File: config.mk
export PLATFORM = sky130hd
export DESIGN_NAME = wb_intercon_wdt_flat
export DESIGN_NICKNAME = d
export VERILOG_FILES = /design/src/rtl/wb_intercon_wdt_if.sv /design/src/rtl/wb_intercon_wdt.sv /design/src/flat_wrapper.sv
export SDC_FILE = /design/constraint.sdc
export NUM_CORES = 1
export LEC_CHECK = 0
export ABC_AREA = 0
export CAP_MARGIN = 20
export CORE_ASPECT_RATIO = 1.75
export CORE_MARGIN = 5
export CORE_UTILIZATION = 40
export CTS_CLUSTER_DIAMETER = 30
export DETAILED_ROUTE_END_ITERATION = 6
export PLACE_DENSITY_LB_ADDON = 0.25
export SLEW_MARGIN = 20
export SYNTH_ARGS = -nofsm -noshare
export SYNTH_HDL_FRONTEND = slang
export SYNTH_SLANG_ARGS = --single-unit
File: constraint.sdc
create_clock -name clk_i -period 2.8 [get_ports clk_i]
set_input_delay 0.42 -clock clk_i [delete_from_list [all_inputs] [get_ports clk_i]]
set_output_delay 0.42 -clock clk_i [all_outputs]
set_load 0.005 [all_outputs]
File: src/rtl/wb_intercon_wdt_if.sv
// Wishbone bus bundle between one master, the interconnect and its N slaves.
// The slave modport is the interconnect's view; master is the surrounding environment.
interface wb_intercon_wdt_if #(
  parameter int DATA_WIDTH = 16,
  parameter int NUM_SLAVES = 4
);
  logic [31:0]                      wbm_adr_i;
  logic [DATA_WIDTH-1:0]            wbm_dat_i;
  logic [DATA_WIDTH-1:0]            wbm_dat_o;
  logic [DATA_WIDTH/8-1:0]          wbm_sel_i;
  logic                             wbm_we_i;
  logic                             wbm_cyc_i;
  logic                             wbm_stb_i;
  logic                             wbm_ack_o;
  logic                             wbm_err_o;
  logic [31:0]                      wbs_adr_o;
  logic [DATA_WIDTH-1:0]            wbs_dat_o;
  logic [DATA_WIDTH/8-1:0]          wbs_sel_o;
  logic                             wbs_we_o;
  logic [NUM_SLAVES-1:0]            wbs_cyc_o;
  logic [NUM_SLAVES-1:0]            wbs_stb_o;
  logic [NUM_SLAVES*DATA_WIDTH-1:0] wbs_dat_i;
  logic [NUM_SLAVES-1:0]            wbs_ack_i;

  modport slave (
    input  wbm_adr_i, wbm_dat_i, wbm_sel_i, wbm_we_i, wbm_cyc_i, wbm_stb_i,
    input  wbs_dat_i, wbs_ack_i,
    output wbm_dat_o, wbm_ack_o, wbm_err_o,
    output wbs_adr_o, wbs_dat_o, wbs_sel_o, wbs_we_o, wbs_cyc_o, wbs_stb_o
  );

  modport master (
    output wbm_adr_i, wbm_dat_i, wbm_sel_i, wbm_we_i, wbm_cyc_i, wbm_stb_i,
    output wbs_dat_i, wbs_ack_i,
    input  wbm_dat_o, wbm_ack_o, wbm_err_o,
    input  wbs_adr_o, wbs_dat_o, wbs_sel_o, wbs_we_o, wbs_cyc_o, wbs_stb_o
  );
endinterface

File: src/rtl/wb_intercon_wdt.sv
// Single-master, N-slave Wishbone interconnect with registered address decode,
// error termination for unmapped/hung accesses and a sticky fault register.
module wb_intercon_wdt #(
  parameter int                        DATA_WIDTH  = 16,
  parameter int                        NUM_SLAVES  = 4,
  parameter logic [NUM_SLAVES*32-1:0]  SLAVE_ADDRS = '0,
  parameter logic [NUM_SLAVES*32-1:0]  SLAVE_MASKS = '0,
  parameter int                        TIMEOUT     = 255
) (
  input  logic              clk_i,
  input  logic              rst_i,
  wb_intercon_wdt_if.slave  bus,
  output logic              fault_o,
  output logic [31:0]       fault_adr_o,
  output logic              fault_tmo_o,
  input  logic              fault_clr_i
);

  localparam int            CW       = $clog2(TIMEOUT + 1);
  localparam logic [CW-1:0] CNT_LAST = CW'(TIMEOUT - 1);

  typedef enum logic [1:0] {IDLE, DECODE, ACTIVE, ERR} state_t;

  state_t                state;
  state_t                state_nx;
  logic [31:0]           adr_q;
  logic [NUM_SLAVES-1:0] sel_q;
  logic [NUM_SLAVES-1:0] match_sel;
  logic [CW-1:0]         cnt;
  logic                  req;
  logic                  sel_ack;
  logic                  fault_ev;
  logic                  fault_tmo_ev;

  assign req     = bus.wbm_cyc_i & bus.wbm_stb_i;
  assign sel_ack = |(bus.wbs_ack_i & sel_q);

  assign bus.wbs_adr_o = bus.wbm_adr_i;
  assign bus.wbs_dat_o = bus.wbm_dat_i;
  assign bus.wbs_sel_o = bus.wbm_sel_i;
  assign bus.wbs_we_o  = bus.wbm_we_i;

  // Scanning downwards lets the lowest-index match overwrite higher ones on overlap.
  always_comb begin
    match_sel = '0;
    for (int k = NUM_SLAVES - 1; k >= 0; k--) begin
      if ((adr_q & SLAVE_MASKS[32*k +: 32]) ==
          (SLAVE_ADDRS[32*k +: 32] & SLAVE_MASKS[32*k +: 32]))
        match_sel = NUM_SLAVES'(1) << k;
    end
  end

  always_ff @(posedge clk_i) begin
    if (rst_i) state <= IDLE;
    else       state <= state_nx;
  end

  always_comb begin
    state_nx      = state;
    bus.wbm_ack_o = 1'b0;
    bus.wbm_err_o = 1'b0;
    bus.wbs_cyc_o = '0;
    bus.wbs_stb_o = '0;
    fault_ev      = 1'b0;
    fault_tmo_ev  = 1'b0;
    case (state)
      IDLE: begin
        if (req) state_nx = DECODE;
      end
      DECODE: begin
        if (!req) begin
          state_nx = IDLE;
        end else if (match_sel == '0) begin
          state_nx = ERR;
          fault_ev = 1'b1;
        end else begin
          state_nx = ACTIVE;
        end
      end
      ACTIVE: begin
        bus.wbs_cyc_o = sel_q;
        bus.wbs_stb_o = sel_q;
        bus.wbm_ack_o = sel_ack & req;
        // A slave ack in the final allowed cycle still beats the watchdog.
        if (!req || sel_ack) begin
          state_nx = IDLE;
        end else if (cnt == CNT_LAST) begin
          state_nx     = ERR;
          fault_ev     = 1'b1;
          fault_tmo_ev = 1'b1;
        end
      end
      ERR: begin
        bus.wbm_err_o = 1'b1;
        state_nx      = IDLE;
      end
      default: state_nx = IDLE;
    endcase
  end

  always_ff @(posedge clk_i) begin
    if (rst_i) begin
      adr_q <= '0;
      sel_q <= '0;
      cnt   <= '0;
    end else begin
      if (state == IDLE && req) adr_q <= bus.wbm_adr_i;
      if (state == DECODE) begin
        sel_q <= match_sel;
        cnt   <= '0;
      end else if (state == ACTIVE && cnt != {CW{1'b1}}) begin
        cnt <= cnt + CW'(1);
      end
    end
  end

  always_comb begin
    bus.wbm_dat_o = '0;
    if (state == ACTIVE) begin
      for (int k = 0; k < NUM_SLAVES; k++) begin
        if (sel_q[k]) bus.wbm_dat_o = bus.wbs_dat_i[DATA_WIDTH*k +: DATA_WIDTH];
      end
    end
  end

  // A fault coinciding with a clear request wins, so no fault is ever lost.
  always_ff @(posedge clk_i) begin
    if (rst_i) begin
      fault_o     <= 1'b0;
      fault_adr_o <= '0;
      fault_tmo_o <= 1'b0;
    end else if (fault_ev && (!fault_o || fault_clr_i)) begin
      fault_o     <= 1'b1;
      fault_adr_o <= adr_q;
      fault_tmo_o <= fault_tmo_ev;
    end else if (fault_clr_i) begin
      fault_o <= 1'b0;
    end
  end

endmodule

File: src/flat_wrapper.sv
// flat-port wrapper written by rule: the top's interface ports become plain ports
module wb_intercon_wdt_flat 
#(
  parameter int                        DATA_WIDTH  = 16,
  parameter int                        NUM_SLAVES  = 4,
  parameter logic [NUM_SLAVES*32-1:0]  SLAVE_ADDRS = '0,
  parameter logic [NUM_SLAVES*32-1:0]  SLAVE_MASKS = '0,
  parameter int                        TIMEOUT     = 255
)
  (clk_i, rst_i, fault_o, fault_adr_o, fault_tmo_o, fault_clr_i, bus_wbm_adr_i, bus_wbm_dat_i, bus_wbm_sel_i, bus_wbm_we_i, bus_wbm_cyc_i, bus_wbm_stb_i, bus_wbs_dat_i, bus_wbs_ack_i, bus_wbm_dat_o, bus_wbm_ack_o, bus_wbm_err_o, bus_wbs_adr_o, bus_wbs_dat_o, bus_wbs_sel_o, bus_wbs_we_o, bus_wbs_cyc_o, bus_wbs_stb_o);
  wb_intercon_wdt_if #(.DATA_WIDTH(DATA_WIDTH), .NUM_SLAVES(NUM_SLAVES)) bus_i ();
  input  logic clk_i;
  input  logic rst_i;
  output logic fault_o;
  output logic [31:0] fault_adr_o;
  output logic fault_tmo_o;
  input  logic fault_clr_i;
  input wire logic [$bits(bus_i.wbm_adr_i)-1:0] bus_wbm_adr_i;
  input wire logic [$bits(bus_i.wbm_dat_i)-1:0] bus_wbm_dat_i;
  input wire logic [$bits(bus_i.wbm_sel_i)-1:0] bus_wbm_sel_i;
  input wire logic [$bits(bus_i.wbm_we_i)-1:0] bus_wbm_we_i;
  input wire logic [$bits(bus_i.wbm_cyc_i)-1:0] bus_wbm_cyc_i;
  input wire logic [$bits(bus_i.wbm_stb_i)-1:0] bus_wbm_stb_i;
  input wire logic [$bits(bus_i.wbs_dat_i)-1:0] bus_wbs_dat_i;
  input wire logic [$bits(bus_i.wbs_ack_i)-1:0] bus_wbs_ack_i;
  output wire logic [$bits(bus_i.wbm_dat_o)-1:0] bus_wbm_dat_o;
  output wire logic [$bits(bus_i.wbm_ack_o)-1:0] bus_wbm_ack_o;
  output wire logic [$bits(bus_i.wbm_err_o)-1:0] bus_wbm_err_o;
  output wire logic [$bits(bus_i.wbs_adr_o)-1:0] bus_wbs_adr_o;
  output wire logic [$bits(bus_i.wbs_dat_o)-1:0] bus_wbs_dat_o;
  output wire logic [$bits(bus_i.wbs_sel_o)-1:0] bus_wbs_sel_o;
  output wire logic [$bits(bus_i.wbs_we_o)-1:0] bus_wbs_we_o;
  output wire logic [$bits(bus_i.wbs_cyc_o)-1:0] bus_wbs_cyc_o;
  output wire logic [$bits(bus_i.wbs_stb_o)-1:0] bus_wbs_stb_o;
  assign bus_i.wbm_adr_i = bus_wbm_adr_i;
  assign bus_i.wbm_dat_i = bus_wbm_dat_i;
  assign bus_i.wbm_sel_i = bus_wbm_sel_i;
  assign bus_i.wbm_we_i = bus_wbm_we_i;
  assign bus_i.wbm_cyc_i = bus_wbm_cyc_i;
  assign bus_i.wbm_stb_i = bus_wbm_stb_i;
  assign bus_i.wbs_dat_i = bus_wbs_dat_i;
  assign bus_i.wbs_ack_i = bus_wbs_ack_i;
  assign bus_wbm_dat_o = bus_i.wbm_dat_o;
  assign bus_wbm_ack_o = bus_i.wbm_ack_o;
  assign bus_wbm_err_o = bus_i.wbm_err_o;
  assign bus_wbs_adr_o = bus_i.wbs_adr_o;
  assign bus_wbs_dat_o = bus_i.wbs_dat_o;
  assign bus_wbs_sel_o = bus_i.wbs_sel_o;
  assign bus_wbs_we_o = bus_i.wbs_we_o;
  assign bus_wbs_cyc_o = bus_i.wbs_cyc_o;
  assign bus_wbs_stb_o = bus_i.wbs_stb_o;
  wb_intercon_wdt #(.DATA_WIDTH(DATA_WIDTH), .NUM_SLAVES(NUM_SLAVES), .SLAVE_ADDRS(SLAVE_ADDRS), .SLAVE_MASKS(SLAVE_MASKS), .TIMEOUT(TIMEOUT)) u_core (.clk_i(clk_i), .rst_i(rst_i), .bus(bus_i), .fault_o(fault_o), .fault_adr_o(fault_adr_o), .fault_tmo_o(fault_tmo_o), .fault_clr_i(fault_clr_i));
endmodule
=== After elaboration in Yosys (flattened, before gate mapping) ===
Index checks and enable logic that the tools add are counted.

* Output and inout bits: 111
* ROM bits: 0
* Memories kept: 0
* Logic and storage cells: 45
* Bits in registers: 77
* Latch bits: 0
* Input bits: 124
* RAM bits: 0

* Multipliers: 0
* $lt $le $gt $ge: 0
* Bitwise operators: 3
* Div/mod/pow operators: 0
* Add/subtract/negate cells: 1
* Shift operators: 0
* Multiplexer cells: 15
* Equality and inequality tests: 7
* Reductions and logical operators: 12

{| class="wikitable"
|+ Operators with widths
! cell !! count
|-
| 2-to-1 mux 16 bit || 2
|-
| adder 8 x 1 -> 8 bit (second input constant) || 1
|-
| == test 8 bit (second input constant) || 1
|-
| 2-to-1 mux 1 bit || 8
|-
| 2-to-1 mux 2 bit || 4
|-
| inequality test 8 bit (second input constant) || 1
|-
| one-hot mux 2 bit (4 select lines) || 1
|-
| AND 4 x 1 -> 4 bit || 1
|-
| == test 2 bit (second input constant) || 2
|-
| OR reduction 4 bit || 1
|-
| logical AND 1 bit || 3
|-
| inequality test 3 x 1 -> 1 bit (second input constant) || 1
|-
| AND 1 bit || 2
|-
| == test 2 x 1 -> 1 bit (second input constant) || 1
|-
| logical NOT 1 bit || 2
|-
| logical NOT 2 bit || 1
|-
| logical OR 1 bit || 2
|-
| inequality test 2 x 1 -> 1 bit (second input constant) || 1
|-
| AND reduction 2 bit || 1
|-
| nonzero test 2 bit || 1
|-
| OR reduction 2 bit || 1
|}

=== Logic depth before layout (Yosys ltp) ===
Gate-level depths: netlist of run 1.

* Word-level depth: 7
* Mapped depth: 7
* Depth with buffers taken out: 5

=== Worst setup path after synthesis of run 1 ===
No wires, ideal clock.

* Kind: flip-flop to flip-flop
* Start: reg u_core.cnt[4]
* End: reg u_core.fault_adr_o[10]
* Arrival: 1,418 ps
* Cell stages (with the launch flop): 7
* Buffers on the path: 2
* Clock period less this slack: 1,490 ps
* Setup time: 72 ps
* Required time: 2,728 ps
* Slack: 1,310 ps
* Path through: dfxtp_1 > and4_4 > and3_4 > and3_4 > buf_12 > buf_12 > mux2i_1

* Longest elaborated chain between the ends: 5

{| class="wikitable"
|+ Ends and longest elaborated chain
! item !! line !! RTL
|-
| start: declaration || wb_intercon_wdt.sv:29 || <nowiki>logic [CW-1:0] cnt;</nowiki>
|-
| start signal: assignment || wb_intercon_wdt.sv:112 || <nowiki>cnt <= cnt + CW'(1);</nowiki>
|-
| == test 8 bit || wb_intercon_wdt.sv:87 || <nowiki>end else if (cnt == CNT_LAST) begin</nowiki>
|-
| 2-to-1 mux 1 bit || wb_intercon_wdt.sv:87 ||
|-
| 2-to-1 mux 1 bit || wb_intercon_wdt.sv:85 || <nowiki>if (!req || sel_ack) begin</nowiki>
|-
| 2-to-1 mux 1 bit || -- ||
|-
| logical AND 1 bit || wb_intercon_wdt.sv:132 || <nowiki>end else if (fault_ev && (!fault_o || fault_clr_i)) begin</nowiki>
|-
| end signal: assignment || wb_intercon_wdt.sv:134 || <nowiki>fault_adr_o <= adr_q;</nowiki>
|-
| end: declaration || wb_intercon_wdt.sv:14 || <nowiki>output logic [31:0] fault_adr_o,</nowiki>
|}

No other way between the ends.
A chain may end at the register's enable or synchronous reset.

=== Worst setup path after layout of run 1 ===
* Start: reg u_core.state[1]
* End: out bus_wbm_dat_o[7]

* Longest elaborated chain between the ends: 2

{| class="wikitable"
|+ Ends and longest elaborated chain
! item !! line !! RTL
|-
| start: declaration || wb_intercon_wdt.sv:24 || <nowiki>state_t state;</nowiki>
|-
| start signal: assignment || wb_intercon_wdt.sv:55 || <nowiki>else state <= state_nx;</nowiki>
|-
| == test 2 bit || wb_intercon_wdt.sv:119 || <nowiki>if (state == ACTIVE) begin</nowiki>
|-
| 2-to-1 mux 16 bit || wb_intercon_wdt.sv:119 ||
|-
| end: declaration || flat_wrapper.sv:26 || <nowiki>output wire logic [$bits(bus_i.wbm_dat_o)-1:0] bus_wbm_dat_o;</nowiki>
|}

No other way between the ends.

==> results of run 1 <==
[layout make-up]
cell class / count / area (um2) / area share (%)
Multi-Input combinational cell: 269 / 1620 / 32.2
Sequential cell: 77 / 1540 / 30.6
Timing Repair Buffer: 145 / 1440 / 28.7
Clock buffer: 10 / 229 / 4.55
Tap cell: 120 / 150 / 2.98
Clock inverter: 6 / 40.0 / 0.795
Inverter: 2 / 7.51 / 0.149
[critical path, cell delays in order, from the launching register on]
cell and delay, ns:
dfxtp_1 0.42, nor2b_2 0.38, buf_4 0.25, and3_1 0.18, clkdlybuf4s50_1 0.51
[Yosys cell counts, types with 2 or more instances]
cell | n | area [um2]
and4_4 | 2 | 22.5
nand2_1 | 70 | 263
dfxtp_1 | 77 | 1540
a41oi_1 | 2 | 17.5
and3_4 | 2 | 22.5
mux2i_1 | 33 | 330
nand3_1 | 2 | 10.0
a31oi_1 | 2 | 12.5
a211oi_1 | 4 | 30.0
clkbuf_1 | 21 | 78.8
buf_12 | 4 | 80.1
inv_1 | 2 | 7.51
buf_4 | 58 | 435
and3_1 | 17 | 106
and2_1 | 3 | 18.8
nor3_1 | 4 | 20.0
nor2_1 | 5 | 18.8
nand2b_1 | 65 | 407
and4_1 | 2 | 17.5
ha_1 | 2 | 25.0
a21oi_1 | 37 | 185
[worst paths after layout]
check                    from                    end  slack [ns]  cells past startpoint
min          u_core.adr_q[17]       u_core.adr_q[17]        0.45                      2
max reg2reg   u_core.state[1]  u_core.fault_adr_o[1]        0.77                      4
max           u_core.state[1]       bus_wbm_dat_o[7]        0.31                      4
min reg2reg  u_core.adr_q[17]       u_core.adr_q[17]        0.45                      2
[registers in the layout (all words and copies together), names as in the netlist]
register / cells
u_core.adr_q: 32
u_core.cnt: 8
u_core.fault_adr_o: 32
u_core.fault_o: 1
u_core.fault_tmo_o: 1
u_core.sel_q: 1
u_core.state: 2
[layout by cell type, fill, tap and decap left out, types with 2 or more instances in the layout]
cell type        instances
nand3_1                  2
inv_1                    2
and4_4                   2
and4_1                   2
and3_4                   2
and3_1                  17
buf_4                    5
nand2_1                 70
mux2i_1                 33
clkinv_4                 2
dfxtp_1                 77
clkbuf_16                9
nor2_1                   5
ha_1                     2
nor3_1                   3
nand2b_1                65
a211oi_1                 4
and2_1                   3
clkinv_2                 3
a21oi_1                 37
conb_1                   6
clkdlybuf4s50_1        138
a31oi_1                  2
a41oi_1                  2
[logic make-up (layout without fill, tap and decap cells)]
kind of cell             count (synthesis)  count (layout)  synth area share [%]
AND/OR/NAND/NOR                        179             179                  25.6
AO/OA/AOI/OAI                           48              48                  7.28
adder cells (fa/ha/maj)                  2               2                 0.668
buffers and inverters                   86             163                  16.2
flip-flops                              77              77                  41.1
multiplexers                            33              33                  8.81
XOR/XNOR                                 1               1                 0.234
other                                    1               6                 0.100
[routing by layer]
metal  global-route usage, %  vias to the layer above  wire length (um)
li1                        -                     1497                 -
met1                    15.2                     1354              3440
met3                    5.11                       23               750
met5                       0                        -                 0
met4                    6.46                        0               227
met2                    27.1                      128              4380
[power by group through the flow]
stage / Clock, W / Sequential, W / Combinational, W
finish: 0.00104 / 0.00113 / 0.000232
CTS: 0.00107 / 0.00113 / 0.000236
global placement: 0 / 0.00116 / 0.000233
detailed placement: 0 / 0.00116 / 0.000235
floorplan: 0 / 0.00115 / 0.000146
global route: 0.00111 / 0.00114 / 0.000254
[per-stage QoR]
step	total power, W	util, %	hold WS, ns	instances
global placement	0.00139	52.4	0.442	613
floorplan	0.00130	-	0.437	432
finish	0.00240	55.4	0.454	629
global route	0.00250	55.4	0.469	629
CTS	0.00244	55.4	0.456	629
detailed placement	0.00139	52.4	0.448	613
==> reports/summary.txt, run 1 <==
Num CTS Buffers -> 9
Crit end category -> output pin
Clk_lat worst skew -> 0.33 ns
Row count -> 46
Initial Util -> 41.2%
Reg power frac -> 47.2%
Initial detailed-routing violation count -> 108
Count of cell types in the netlist -> 34
Synth Instances -> 427
Status -> completed
Clock skew -> 0.00596 ns
Final WL -> 8800 um
Worst Tran Pin Value -> 0.896 ns
Port buffer count -> 139
WS Path Type -> register to output pin
Worst EP arrival -> 2.07 ns
Share of layout cells above drive strength 1 -> 5.89%
Global-route wire length before repair -> 14100 um
Initial antenna violation count -> 0
Setup Buffers After CTS -> 0
Die Span Y -> 138 um
Final min period -> 2.49 ns
Cell-internal power -> 0.00186 W
Final instance area -> 5040 um2
Drt via density -> 4.77
Htree depth -> 3
Area after DPL -> 4770 um2
Post-synth ARST share -> 0%
Fmax achieved -> 401 MHz
Antenna cells -> 0
Root Buffer -> clkbuf_16
Pre-CTS WS -> 0.661 ns
GRT Util Overall -> 14.9%
Max VDD drop -> 0.000301 V
Final setup vio count -> 0
CTS clk-pin slew, worst paths -> 0.06 ns
Worst-path fanout max -> 16
Wire length per cell -> 14.0 um
TNS Setup -> 0 ns
Syn Area/Cell -> 8.78 um2
Final worst setup slack -> 0.305 ns
DRC -> 0
Post_cts resized -> 0
EDFF count, synth -> 0
Syn-to-layout area delta -> 34.4%
Net Switching -> 0.000542 W
Crit start category -> register
Routability Congestion -> 0.691
Largest net degree at the start of global routing -> 63
Required time of the critical path -> 2.38 ns
Hold Buf Count CTS -> 0
Worst min path class -> register to register
Worst slew margin -> 40.3%
Net Sw Frac -> 22.6%
I/O pins -> 235
Top_reg_cell synth -> dfxtp_1
Grt ovf -> 0
LEAKAGE -> 1.78 nW
First-pass DRT Iterations -> 4
Vias in the first global route -> 3035
Max_cap viols -> 0
Synthesized area -> 3750 um2
Clk buf depth -> 2
Seq/Total Area, Yosys -> 41.1%
Hold Violations, Final -> 0
RSZ-0062 raised after global routing -> false
Via count -> 3002
CTS tree -> done
Die ar. -> 11500 um2
YS warnings -> 0
DPL Wire Length -> 6420 um
Final Slew Violations -> 0
Clock sink count -> 77
# fillers -> 893
Clock Power Share -> 43.1%
Core Region -> 9090 um2
# nets final -> 630
Comb pwr share -> 9.7%
Yosys reg bits -> 77
Post-DRT Antenna Nets -> 0
Die X -> 83.2 um
Final Cycle Share -> 89.1%
PD cells -> 477 nW/um2
Power figures use the tool's default switching activity.
==> run 2: changes to the inputs <==
Settings changed: CORE_MARGIN 5 to not set, REMOVE_ABC_BUFFERS set to 1.
==> run 2 against run 1 <==
  * Combinational power is essentially flat
  * Utilization grew 0.51 points
  * Cell count grew 0.16%
  * Clock power grew 15%
  * Flip-flop and latch count is the same
  * Largest power group is now clock
  * First-iteration DRC count grew 49%
  * Largest cell class unchanged
  * Highest routed layer is now met5
==> reports/summary.txt, run 2 (synthesis gave the netlist of run 1 again) <==
Global-route wire length before repair -> 14200 um
Final setup vio count -> 0
Clock sink count -> 77
Hold Buf Count CTS -> 0
Antenna cells -> 0
Final Slew Violations -> 0
Die X -> 75.2 um
Final WL -> 9570 um
Most frequent cells in the layout -> clkdlybuf4s50_1, dfxtp_1, nand2_1
Clk_lat worst skew -> 0.34 ns
Final min period -> 2.48 ns
Drt via density -> 4.78
LEAKAGE -> 1.81 nW
Share of layout cells above drive strength 1 -> 5.88%
Wire length per cell -> 15.2 um
Worst min path class -> input port to register
Largest net degree at the start of global routing -> 64
Final Cycle Share -> 88.5%
TNS Setup -> 0 ns
Max_cap viols -> 0
Worst slew margin -> 58.7%
Crit end category -> output pin
First-pass DRT Iterations -> 4
Final Util -> 55.9%
CP cell instances -> nor2b_2 > buf_4 > and3_1 > clkdlybuf4s50_1
Initial Util -> 41.2%
CP Buf/Inv Count -> 2
Status -> completed
Via count -> 3010
Port buffer count -> 139
# nets final -> 631
Largest regs -> u_core.adr_q x32, u_core.fault_adr_o x32, u_core.cnt x8
Routability Congestion -> 0.768
RSZ-0062 raised after global routing -> false
Post-DRT Antenna Nets -> 0
GRT Util Overall -> 20.1%
Clock skew -> 0.00584 ns
Initial antenna violation count -> 0
CP top delay family -> buffers and inverters
Hold Violations, Final -> 0
DRC -> 0
Vias in the first global route -> 2799
Htree depth -> 3
Root Buffer -> clkbuf_16
WS Path Type -> register to output pin
Grt ovf -> 0
Setup Buffers After CTS -> 0
DPL Wire Length -> 7030 um
Syn-to-layout area delta -> 35.6%
Worst-path fanout max -> 16
Worst Tran Pin Value -> 0.619 ns
CTS tree -> done
I/O pins -> 235
Crit start category -> register
Core Region -> 9090 um2
Commonest non-fill, non-tap cell in the layout -> clkdlybuf4s50_1
Post_cts resized -> 0
Worst EP arrival -> 2.06 ns
Initial detailed-routing violation count -> 161
Slowest cell on crit path -> clkdlybuf4s50_1
Slowest stage delay, CP -> 0.50 ns
Num CTS Buffers -> 9
Row count -> 46
Clk buf depth -> 2
Required time of the critical path -> 2.38 ns
Max VDD drop -> 0.000341 V
PD cells -> 506 nW/um2
Die Span Y -> 130 um
Fmax achieved -> 403 MHz
Die ar. -> 9770 um2
CTS clk-pin slew, worst paths -> 0.06 ns
run 2: layout make-up:
class                           instances  area, um2
Fill cell                             890       4010
Timing Repair Buffer                  146       1450
Sequential cell                        77       1540
Inverter                                2       7.51
Tap cell                              120        150
Multi-Input combinational cell        269       1620
Clock inverter                          5       75.1
Clock buffer                           11        233
run 2: report_power, final:
part,total [W],internal [W],switching [W]
sequential,0.00113,0.00112,0.0000146
clock,0.00120,0.000775,0.000428
combinational,0.000234,0.000144,0.0000901
total,0.00257,0.00204,0.000533
run 2: per-layer routing:
layer / part of all wire, % / GRT usage, % / routed length [um]
met1: 38 / 21.4 / 3630
met2: 49 / 32.3 / 4640
met3: 11 / 10.7 / 1040
met4: 2.0 / 8.82 / 195
met5: 0.60 / 3.89 / 57
run 2: worst reg2reg max path: cells and delay by family, from the launching register on:
family	cells	cell delay (ns)
muxes	1	0.29
and+or+nand+nor	3	1.24
DFF	1	0.44
run 2: per-stage QoR:
| stage | setup slack, ns | instance area [um2] | instances | hold slack (ns) | total power, W |
|---|---|---|---|---|---|
| 2_1_floorplan | 0.368 | 3170 | 348 | 0.431 | 0.00122 |
| 5_1_grt | 0.194 | 5080 | 630 | 0.451 | 0.00268 |
| 6_report | 0.321 | 5080 | 630 | 0.449 | 0.00257 |
| 3_5_place_dp | 0.670 | 4770 | 614 | 0.447 | 0.00139 |
| 3_3_place_gp | 0.715 | 4770 | 614 | 0.443 | 0.00139 |
| 4_1_cts | 0.284 | 5080 | 630 | 0.435 | 0.00261 |
run 2: path summary, 6_finish.rpt:
path	startpoint	end	slack, ns	cells past startpoint
setup / recovery	u_core.state[1]	bus_wbm_dat_o[3]	0.32	4
hold reg to reg	u_core.adr_q[30]	u_core.adr_q[30]	0.45	2
hold / removal	rst_i	u_core.adr_q[25]	0.45	2
setup reg to reg	u_core.state[1]	u_core.fault_adr_o[31]	0.77	4
==> run 3: changes to the inputs <==
Settings changed: CORE_UTILIZATION 40 to 34, SKIP_LAST_GASP set to 1.
Clock period 2.8 ns to 2 ns, I/O delays scaled along.
==> run 3 against run 2 <==
  * Global-route usage fell by 2.4 points
  * Utilization fell by 6.9 points
  * Clock power rose by 37%
  * Highest routed layer is now met4
  * Final area rose by 3.2%
==> reports/summary.txt, run 3 (synthesis gave the netlist of run 1 again) <==
Most frequent cells in the layout -> clkdlybuf4s50_1, dfxtp_1, nand2_1
Row count -> 50
Fmax achieved -> 512 MHz
Hold Violations, Final -> 0
Max_cap viols -> 0
TNS Setup -> 0 ns
Crit end category -> output pin
Worst min path class -> input port to register
Clk_lat worst skew -> 0.34 ns
CTS clk-pin slew, worst paths -> 0.05 ns
Via count -> 3057
Post-DRT Antenna Nets -> 0
Required time of the critical path -> 1.70 ns
Worst-path fanout max -> 7
Worst EP arrival -> 1.65 ns
Placed cell count -> 626
Die ar. -> 11500 um2
Initial antenna violation count -> 0
First-pass DRT Iterations -> 4
PD cells -> 679 nW/um2
Clk buf depth -> 2
I/O pins -> 235
WS Path Type -> register to output pin
Status -> completed
Htree depth -> 3
Hold Buf Count CTS -> 0
Antenna cells -> 0
LEAKAGE -> 2.03 nW
Largest regs -> u_core.adr_q x32, u_core.fault_adr_o x32, u_core.cnt x8
Commonest non-fill, non-tap cell in the layout -> clkdlybuf4s50_1
Largest net degree at the start of global routing -> 57
Num CTS Buffers -> 9
Syn-to-layout area delta -> 40.0%
Global-route wire length before repair -> 15000 um
Initial detailed-routing violation count -> 114
Clock skew -> 0.00456 ns
Max VDD drop -> 0.000469 V
# nets final -> 641
Wire length per cell -> 15.2 um
Final Cycle Share -> 97.6%
Port buffer count -> 139
Share of layout cells above drive strength 1 -> 8.48%
Grt ovf -> 0
Final Slew Violations -> 0
Routability Congestion -> 0.739
Hold slack -> 0.383 ns
Clock sink count -> 77
Crit start category -> register
Final setup vio count -> 0
Die Span Y -> 141 um
CTS tree -> done
# fillers -> 1029
Root Buffer -> clkbuf_16
Final min period -> 1.95 ns
DRC -> 0
GRT Util Overall -> 17.7%
DPL Wire Length -> 7110 um
Initial Util -> 35.0%
Vias in the first global route -> 2988
Drt via density -> 4.71
Core Region -> 10700 um2
Die X -> 81.4 um
Power Total -> 0.00356 W
Final WL -> 9890 um
Post-Layout Cell Count -> 649
==> run 3: cell count changes in the layout (fill, tap and decap cells not counted), moves of 2 or more <==
cell and change:
dlymetal6s2s_1 +8, buf_12 +3, clkdlybuf4s50_1 -9, buf_4 +4
dfxtp_1 -2, buf_6 +3, clkbuf_8 +2, clkbuf_1 -2
dfxtp_4 +2
==> run 3: per-layer routing <==
layer  vias up  GRT usage, %  routed length, um
met3        11          11.3               1380
met5         -             0                  0
met4         0          7.42                163
met1      1407          17.2               3490
met2       127          28.9               4860
li1       1512             -                  -
==> run 3: worst max-delay path, cell delays in order, from the launching register on <==
cell	delay, ns
dfxtp_4	0.37
nor2b_4	0.16
buf_6	0.13
and3_1	0.15
clkdlybuf4s50_1	0.50
==> run 3: worst paths after layout <==
check | from | to | slack (ns) | cells after the start
min reg2reg | u_core.adr_q[10] | u_core.adr_q[10] | 0.45 | 2
min | rst_i | u_core.sel_q[0] | 0.38 | 2
max reg2reg | u_core.state[0] | u_core.fault_adr_o[4] | 0.26 | 7
max | u_core.state[0] | bus_wbm_dat_o[4] | 0.05 | 4
==> run 3: final cells by class <==
class	instances	area, um2	share of cell area, %
Clock buffer	11	253	4.82
Clock inverter	4	47.5	0.906
Inverter	2	7.51	0.143
Multi-Input combinational cell	269	1630	31.1
Sequential cell	77	1550	29.5
Tap cell	130	163	3.10
Timing Repair Buffer	156	1590	30.4
==> run 3: timing repair <==
item                                   CTS  global route
gates resized for setup                 11             9
buffers inserted                         2             4
setup endpoints to repair               17            16
cloned                                   2             0
endpoints found under the hold margin    0             0
==> run 3: through the flow <==
stage / setup WS, ns / util [%] / cell area [um2]
after floorplan: -0.321 / - / 3170
after global placement: 0.205 / 45.2 / 4840
after detailed placement: 0.152 / 45.2 / 4840
after CTS: -0.0194 / 48.5 / 5190
after global routing: -0.0171 / 49.0 / 5250
final: 0.0484 / 49.0 / 5250
==> run 3: power breakdown <==
group | total, W | internal (W) | switching (W)
clock | 0.00164 | 0.00102 | 0.000616
sequential | 0.00158 | 0.00156 | 0.0000176
combinational | 0.000338 | 0.000207 | 0.000131
total | 0.00356 | 0.00279 | 0.000765
